$ cat src/rtl/core_pkg.sv
// Shared types and constants for the multi-cycle RISC-V subset core.
// Imported by the fetch sequencer and any block that observes its state.
package core_pkg;

  typedef enum logic [1:0] {
    IDLE  = 2'd0,
    FETCH = 2'd1,
    HOLD  = 2'd2,
    FAULT = 2'd3
  } fetch_state_t;

  localparam int unsigned PC_STEP          = 4;
  localparam logic [31:0] RESET_PC_DEFAULT = 32'h0000_0000;

endpackage

$ cat src/rtl/fetch_ctrl.sv
// Fetch sequencer: owns the pc, reads instruction memory over req/ack and
// holds each instruction for decode; execute redirects override everything.
module fetch_ctrl
  import core_pkg::*;
#(
  parameter int              XLEN     = 32,
  parameter logic [XLEN-1:0] RESET_PC = XLEN'(RESET_PC_DEFAULT)
) (
  input  logic               clk,
  input  logic               reset_n,
  input  logic               fetch_en,
  output logic               imem_req,
  output logic [XLEN-1:0]    imem_addr,
  input  logic               imem_ack,
  input  logic [31:0]        imem_rdata,
  output logic               inst_valid,
  input  logic               inst_ready,
  output logic [31:0]        inst_data,
  output logic [XLEN-1:0]    inst_pc,
  input  logic               redirect_valid,
  input  logic [XLEN-1:0]    redirect_target,
  output logic               fetch_fault,
  output fetch_state_t       dbg_state
);

  // Handshakes: a transfer happens at a posedge where the producer's
  // valid/req and the consumer's ready/ack are both high. imem_req and
  // inst_valid depend only on state, never on the same-cycle ack/ready.

  fetch_state_t    state_q, state_d;
  logic [XLEN-1:0] pc_q, pc_d;
  logic [31:0]     data_q, data_d;
  logic [XLEN-1:0] ipc_q, ipc_d;

  always_ff @(posedge clk) begin
    if (!reset_n) begin
      state_q <= IDLE;
      pc_q    <= RESET_PC;
      data_q  <= '0;
      ipc_q   <= '0;
    end else begin
      state_q <= state_d;
      pc_q    <= pc_d;
      data_q  <= data_d;
      ipc_q   <= ipc_d;
    end
  end

  always_comb begin
    state_d = state_q;
    pc_d    = pc_q;
    data_d  = data_q;
    ipc_d   = ipc_q;

    case (state_q)
      IDLE: begin
        if (fetch_en) state_d = FETCH;
      end
      FETCH: begin
        if (imem_ack) begin
          data_d  = imem_rdata;
          ipc_d   = pc_q;
          state_d = HOLD;
        end
      end
      HOLD: begin
        if (inst_ready) begin
          pc_d    = pc_q + XLEN'(PC_STEP);
          state_d = fetch_en ? FETCH : IDLE;
        end
      end
      default: begin
      end
    endcase

    // Redirect overrides any transfer or handshake in the same cycle;
    // a misaligned target is recorded in pc and parks the sequencer.
    if (redirect_valid && (state_q != FAULT)) begin
      pc_d   = redirect_target;
      data_d = data_q;
      ipc_d  = ipc_q;
      if (redirect_target[1:0] != 2'b00) state_d = FAULT;
      else                               state_d = fetch_en ? FETCH : IDLE;
    end
  end

  assign imem_req    = (state_q == FETCH);
  assign imem_addr   = pc_q;
  assign inst_valid  = (state_q == HOLD);
  assign inst_data   = data_q;
  assign inst_pc     = ipc_q;
  assign fetch_fault = (state_q == FAULT);
  assign dbg_state   = state_q;

endmodule

$ cat config.mk
export PLATFORM = sky130hd
export DESIGN_NAME = fetch_ctrl
export DESIGN_NICKNAME = d
export VERILOG_FILES = /design/src/rtl/core_pkg.sv /design/src/rtl/fetch_ctrl.sv
export SDC_FILE = /design/constraint.sdc
export NUM_CORES = 1
export LEC_CHECK = 0
export CAP_MARGIN = 20
export CORE_MARGIN = 10
export CORE_UTILIZATION = 45
export DETAILED_ROUTE_END_ITERATION = 10
export GPL_ROUTABILITY_DRIVEN = 0
export GPL_TIMING_DRIVEN = 0
export HOLD_SLACK_MARGIN = 0.05
export PLACE_DENSITY = 0.83
export SYNTH_ARGS = -nofsm -noshare
export SYNTH_HDL_FRONTEND = slang
export SYNTH_SLANG_ARGS = --single-unit
$ cat constraint.sdc
create_clock -name clk -period 3.3 [get_ports clk]
set_input_delay 0.66 -clock clk [delete_from_list [all_inputs] [get_ports clk]]
set_output_delay 0.66 -clock clk [all_outputs]
set_load 0.1 [all_outputs]
==> flow_metrics.py, run 1 <==
metrics = {
    "final_layout": {
        "final-seq-area_um2": 1960,
        "num-fill-cells": 736,
        "num_antenna_cells": 0,
        "instances_no_fill": 828,
        "drive_gt1_share_pct": 3.07,
        "synthToLayoutAreaGrowth_pct": 50.5,
        "fin_area_um2": 6260,
        "multi_input_area_um2": 2060,
        "num-nets-final": 784,
    },
    "clock_network": {
        "htreeDepth": 3,
        "insertion_delay_ns": 0.38,
        "numCtsBuffers": 9,
        "post-cts-setup-buffer-count": 0,
        "cts_sinks": 98,
        "cts_tree": "done",
        "clock_path_buffers": 2,
        "root_buffer": "clkbuf_8",
        "clk_pin_slew_ns": 0.09,
    },
    "synth": {
        "synth_area_leaders": "dfxtp_1 47%, nand2_1 14%, a21oi_1 9.7%, clkbuf_1 3.0%, o21ai_0 2.4%",
        "synth_top_area_share_pct": 47.1,
        "syn_avg_cell_area_um2": 7.81,
        "synth_edf_count": 0,
        "ys_seq_area_share_pct": 47.1,
        "synth-warning-count": 0,
        "ys_top_cells_by_count": "156 x nand2_1, 98 x dfxtp_1, 81 x a21oi_1",
        "yosysTopAreaCell": "dfxtp_1",
        "yosysMostFrequentCell": "nand2_1",
        "netlist_instances": 533,
        "ys_async_sr_fraction_pct": 0,
        "yosysUniqueCellTypes": 50,
        "synthFlopType": "dfxtp_1",
        "syn_nets": 604,
        "netlist_area_um2": 4160,
        "synth-seq-cells": 98,
    },
    "grt": {
        "grt_max_degree": 17,
        "grt-ovfl-total": 0,
        "first_global_vias": 4185,
        "antenna_found_initial": 0,
        "grt_pass1_wl_um": 22300,
        "grt_usage_pct": 20.9,
    },
    "setup_path": {
        "critPathKind": "flip-flop to output port",
        "required_ns": 2.64,
        "critPathArrivalTime_ns": 2.51,
        "r2r_start": "imem_addr[11]$_SDFFE_PN0P_",
        "critPathLaunch": "dbg_state[0]$_SDFFE_PN0P_",
        "endpoint_kind": "output port",
        "startpoint_type": "flip-flop",
        "cp_max_fo": 10,
    },
    "detailed_routing": {
        "ant_nets": 0,
        "wl_per_cell_um": 17.8,
        "drt_iter0_markers": 544,
        "drt_wl_total_um": 14700,
        "num_vias": 4554,
        "vias_per_cell": 5.50,
        "firstDrtPassIters": 6,
        "drc": 0,
    },
    "sta": {
        "worst_pin_slew_ns": 1.04,
        "max_clock_freq_mhz": 315,
        "fin_tns_setup_ns": 0,
        "slew_violations": 0,
        "finalClockSkew_ns": 0.0129,
        "hold_violations": 0,
        "fin_crit_ns": 3.17,
        "rsz0062_at_grt": "no",
        "slew_headroom_pct": 30.8,
        "min_period_over_period_pct": 96.2,
        "finalSetupViolations": 0,
        "layout_setup_ws_ns": 0.126,
    },
    "worst_hold_path": {
        "hold_start": "inst_pc[29]$_SDFFE_PN0P_",
        "hold_path_class": "flip-flop to flip-flop",
    },
    "place": {
        "placed_cell_area_um2": 6000,
        "post-place-ws_ns": 0.461,
        "dp_hpwl_um": 11400,
        "placed_cells": 813,
        "portBuffers": 169,
    },
    "power_and_ir_drop": {
        "pwr_density_cell_nw_per_um2": 487,
        "power.total_mw": 3.05,
        "ir_worst_vdd_v": 0.000280,
        "power.leakage_nw": 2.13,
    },
    "floorplanning": {
        "dieArea_um2": 13500,
        "fp.coreArea_um2": 9110,
        "initial_core_util_pct": 45.7,
        "num_io_pins": 171,
        "num_rows": 35,
        "die-height_um": 116,
        "chipWidth_um": 116,
    },
    "outcome": {
        "outcome": "complete, no violations",
    },
    "flow_run": {
        "drv_cap": 0,
    },
}
==> area by class of cell <==
cell class / instances / area share (%)
Buffer: 37 / 2.22
Multi-Input combinational cell: 395 / 32.8
Timing Repair Buffer: 169 / 27.0
Tap cell: 111 / 2.22
Sequential cell: 98 / 31.3
Inverter: 3 / 0.180
Clock buffer: 9 / 1.98
Clock inverter: 6 / 2.22
==> path summary, 6_finish.rpt <==
| kind | slack, ns | cells after the start | end |
|---|---|---|---|
| min | 0.46 | 2 | inst_pc[29]$_SDFFE_PN0P_ |
| max reg2reg | 1.24 | 6 | imem_addr[26]$_SDFFE_PN0P_ |
| min reg2reg | 0.46 | 2 | inst_pc[29]$_SDFFE_PN0P_ |
| max | 0.13 | 4 | fetch_fault |
==> per-layer routing <==
layer	track usage, %	share of wire (%)
met5	0	0
met4	6.76	1.6
met3	7.19	12
met2	34.5	47
met1	24.8	40
==> critical path, cell delays in order (launching register included) <==
cell	delay, ns
dfxtp_1	0.41
clkbuf_1	0.37
nand2_1	0.16
inv_1	0.07
clkdlybuf4s50_1	1.14
==> layout by cell type (no fill, tap or decap), drive strengths merged, types with 8 or more instances in the layout <==
| cell type | n |
|---|---|
| a21oi | 81 |
| a22oi | 10 |
| clkbuf | 42 |
| clkdlybuf4s50 | 168 |
| dfxtp | 98 |
| nand2 | 157 |
| nand3 | 16 |
| nor2 | 18 |
| o21ai | 20 |
| o22ai | 8 |
| xnor2 | 9 |
| xor2 | 10 |
==> registers in the layout (all words and copies together), names as in the netlist <==
signal / count
imem_addr: 32
dbg_state: 2
inst_pc: 32
inst_data: 32
==> cells by family after synthesis <==
family,Yosys count,synth area share (%)
flops,98,47.1
buf+inv,40,3.61
xor+xnor,19,4.00
fa+ha+maj,1,0.301
simple gates,233,25.4
compound gates,142,19.6
==> per-stage QoR <==
step	util (%)	hold WS (ns)
floorplan	-	0.793
global placement	65.9	0.440
detailed placement	65.9	0.446
CTS	68.7	0.458
global route	68.8	0.474
finish	68.8	0.458
==> where the power goes <==
part	leakage [nW]	internal, mW	switching (mW)
logic	1.20	0.214	0.527
registers	0.798	1.23	0.0613
clock network	0.127	0.581	0.435
==> repair_timing <==
| item | in CTS | in global routing |
|---|---|---|
| gates resized for setup | 0 | 1 |
| endpoints found under the setup margin | 0 | 1 |
| hold buffers | 0 | 0 |
Note: power is estimated with default switching activity, not from simulation.
==> run 2: changes to the inputs <==
ABC_AREA = 1   (was not set)
PLACE_DENSITY = 0.81   (was 0.83)
SLEW_MARGIN = 15   (was not set)
==> flow_metrics.py, run 2 <==
metrics = {
    "outcome": {
        "outcome": "complete, no violations",
    },
    "final_layout": {
        "synthToLayoutAreaGrowth_pct": 45.4,
        "drive_gt1_share_pct": 6.46,
        "num_antenna_cells": 0,
        "final_cell_mix": "169 x clkdlybuf4s50_1, 132 x nor2_1, 116 x nand2_1, 98 x dfxtp_1, 87 x o21ai_0",
        "multi_input_area_um2": 2140,
        "final-seq-area_um2": 1960,
        "num-nets-final": 917,
        "instances_no_fill": 984,
        "num-fill-cells": 884,
        "final_common_cell": "clkdlybuf4s50_1",
    },
    "floorplanning": {
        "num_rows": 36,
        "fp.coreArea_um2": 9820,
        "dieArea_um2": 14500,
        "num_io_pins": 171,
        "die-height_um": 121,
        "initial_core_util_pct": 46.3,
        "chipWidth_um": 121,
    },
    "sta": {
        "finalSetupViolations": 0,
        "fin_crit_ns": 2.90,
        "max_clock_freq_mhz": 345,
        "slew_headroom_pct": 31.1,
        "fin_tns_setup_ns": 0,
        "hold_violations": 0,
        "rsz0062_at_grt": "no",
        "finalClockSkew_ns": 0.0167,
        "min_period_over_period_pct": 87.8,
        "layout_setup_ws_ns": 0.402,
        "worst_pin_slew_ns": 1.03,
        "slew_violations": 0,
    },
    "setup_path": {
        "endpoint_kind": "output port",
        "crit_slowest_cell": "clkdlybuf4s50_1",
        "critPathKind": "flip-flop to output port",
        "required_ns": 2.64,
        "startpoint_type": "flip-flop",
        "critPathTopFamily": "buffers and inverters",
        "slowest_delay_ns": 1.17,
        "critPathArrivalTime_ns": 2.24,
        "cp_max_fo": 6,
        "crit_chain": "nand2_2 > inv_1 > clkdlybuf4s50_1",
        "critPathBufInv": 2,
    },
    "detailed_routing": {
        "ant_nets": 0,
        "firstDrtPassIters": 5,
        "wl_per_cell_um": 16.8,
        "drt_iter0_markers": 458,
        "drt_wl_total_um": 16600,
        "vias_per_cell": 5.25,
        "num_vias": 5166,
        "drc": 0,
    },
    "synth": {
        "synth-warning-count": 0,
        "synth_top_area_share_pct": 43.1,
        "synth_edf_count": 0,
        "yosysUniqueCellTypes": 31,
        "ys_top_cells_by_count": "132 x nor2_1, 116 x nand2_1, 98 x dfxtp_1",
        "synth_area_leaders": "dfxtp_1 43%, nor2_1 11%, o21ai_0 9.6%, nand2_1 9.6%, inv_1 5.3%",
        "yosysTopAreaCell": "dfxtp_1",
        "netlist_area_um2": 4550,
        "syn_avg_cell_area_um2": 6.83,
        "synth-seq-cells": 98,
        "yosysMostFrequentCell": "nor2_1",
        "synthFlopType": "dfxtp_1",
        "ys_seq_area_share_pct": 43.1,
        "syn_nets": 737,
        "ys_async_sr_fraction_pct": 0,
        "netlist_instances": 666,
    },
    "place": {
        "placed_cells": 968,
        "dp_hpwl_um": 13000,
        "post-place-ws_ns": 0.806,
        "portBuffers": 169,
    },
    "flow_run": {
        "drv_cap": 0,
    },
    "grt": {
        "grt_pass1_wl_um": 25900,
        "grt_max_degree": 19,
        "grt_usage_pct": 21.8,
        "grt-ovfl-total": 0,
        "use_met3_pct": 7.07,
        "antenna_found_initial": 0,
        "grt_use_met1_pct": 25.5,
        "first_global_vias": 5046,
        "use_met2_pct": 36.3,
        "grt.busiest_layer": "met2",
    },
    "clock_network": {
        "root_buffer": "clkbuf_8",
        "post-cts-setup-buffer-count": 0,
        "cts_tree": "done",
        "hold_buffers": 0,
        "insertion_delay_ns": 0.38,
        "numCtsBuffers": 9,
        "cts_resized": 0,
        "clock_path_buffers": 2,
        "cts_sinks": 98,
        "clk_pin_slew_ns": 0.09,
        "htreeDepth": 3,
    },
    "power_and_ir_drop": {
        "power.leakage_nw": 2.56,
        "ir_worst_vdd_v": 0.000352,
        "pwr_density_cell_nw_per_um2": 643,
    },
    "worst_hold_path": {
        "hold_path_class": "flip-flop to flip-flop",
    },
}
## run 2: area by class of cell
| class | count | area share [%] |
|---|---|---|
| multi-input combinational | 469 | 32.4 |
| sequential | 98 | 29.7 |
| timing repair buffer | 169 | 25.6 |
| inverter | 69 | 3.94 |
| buffer | 30 | 2.82 |
| tap | 133 | 2.52 |
| clock buffer | 9 | 1.87 |
| clock inverter | 7 | 1.25 |
## run 2: per-stage QoR
| stage | area [um2] | util [%] | total power, mW | hold slack (ns) |
|---|---|---|---|---|
| floorplan | 4550 | - | 2.90 | 0.808 |
| global placement | 6410 | 65.2 | 3.41 | 0.463 |
| detailed placement | 6410 | 65.2 | 3.44 | 0.474 |
| CTS | 6610 | 67.3 | 4.26 | 0.495 |
| global route | 6610 | 67.3 | 4.42 | 0.520 |
| finish | 6610 | 67.3 | 4.25 | 0.493 |
## run 2: worst paths after layout
kind / start / end / slack (ns) / cells past startpoint
min: inst_pc[1]$_SDFFE_PN0P_ / inst_pc[1]$_SDFFE_PN0P_ / 0.49 / 2
max reg2reg: imem_addr[2]$_SDFFE_PN0P_ / imem_addr[24]$_SDFFE_PN0P_ / 1.48 / 8
min reg2reg: inst_pc[1]$_SDFFE_PN0P_ / inst_pc[1]$_SDFFE_PN0P_ / 0.49 / 2
max: dbg_state[1]$_SDFFE_PN0P_ / inst_valid / 0.40 / 3
## run 2: kinds of logic after synthesis
group / synth area share (%)
xor+xnor: 0.770
fa+ha+maj: 0.275
simple gates: 28.7
compound gates: 17.2
buf+inv: 9.82
flops: 43.1
## run 2: worst min-delay path, cell delays in order (launching register included)
cell     delay, ns
dfxtp_1       0.32
nor2_1        0.09
nor2_1        0.05
## run 2: power breakdown
part | total (mW) | internal (mW) | switching, mW
combinational | 1.97 | 0.477 | 1.50
clock | 0.831 | 0.363 | 0.468
sequential | 1.45 | 1.32 | 0.127
total | 4.25 | 2.16 | 2.09
## run 2: layer usage
metal  share of wire (%)  routed length (um)  up-vias
met3                 9.9                1640       33
met4                 2.8                 460        0
met1                  41                6730     2359
met2                  47                7730      269
li1                    -                   -     2505
met5                   0                   0        -
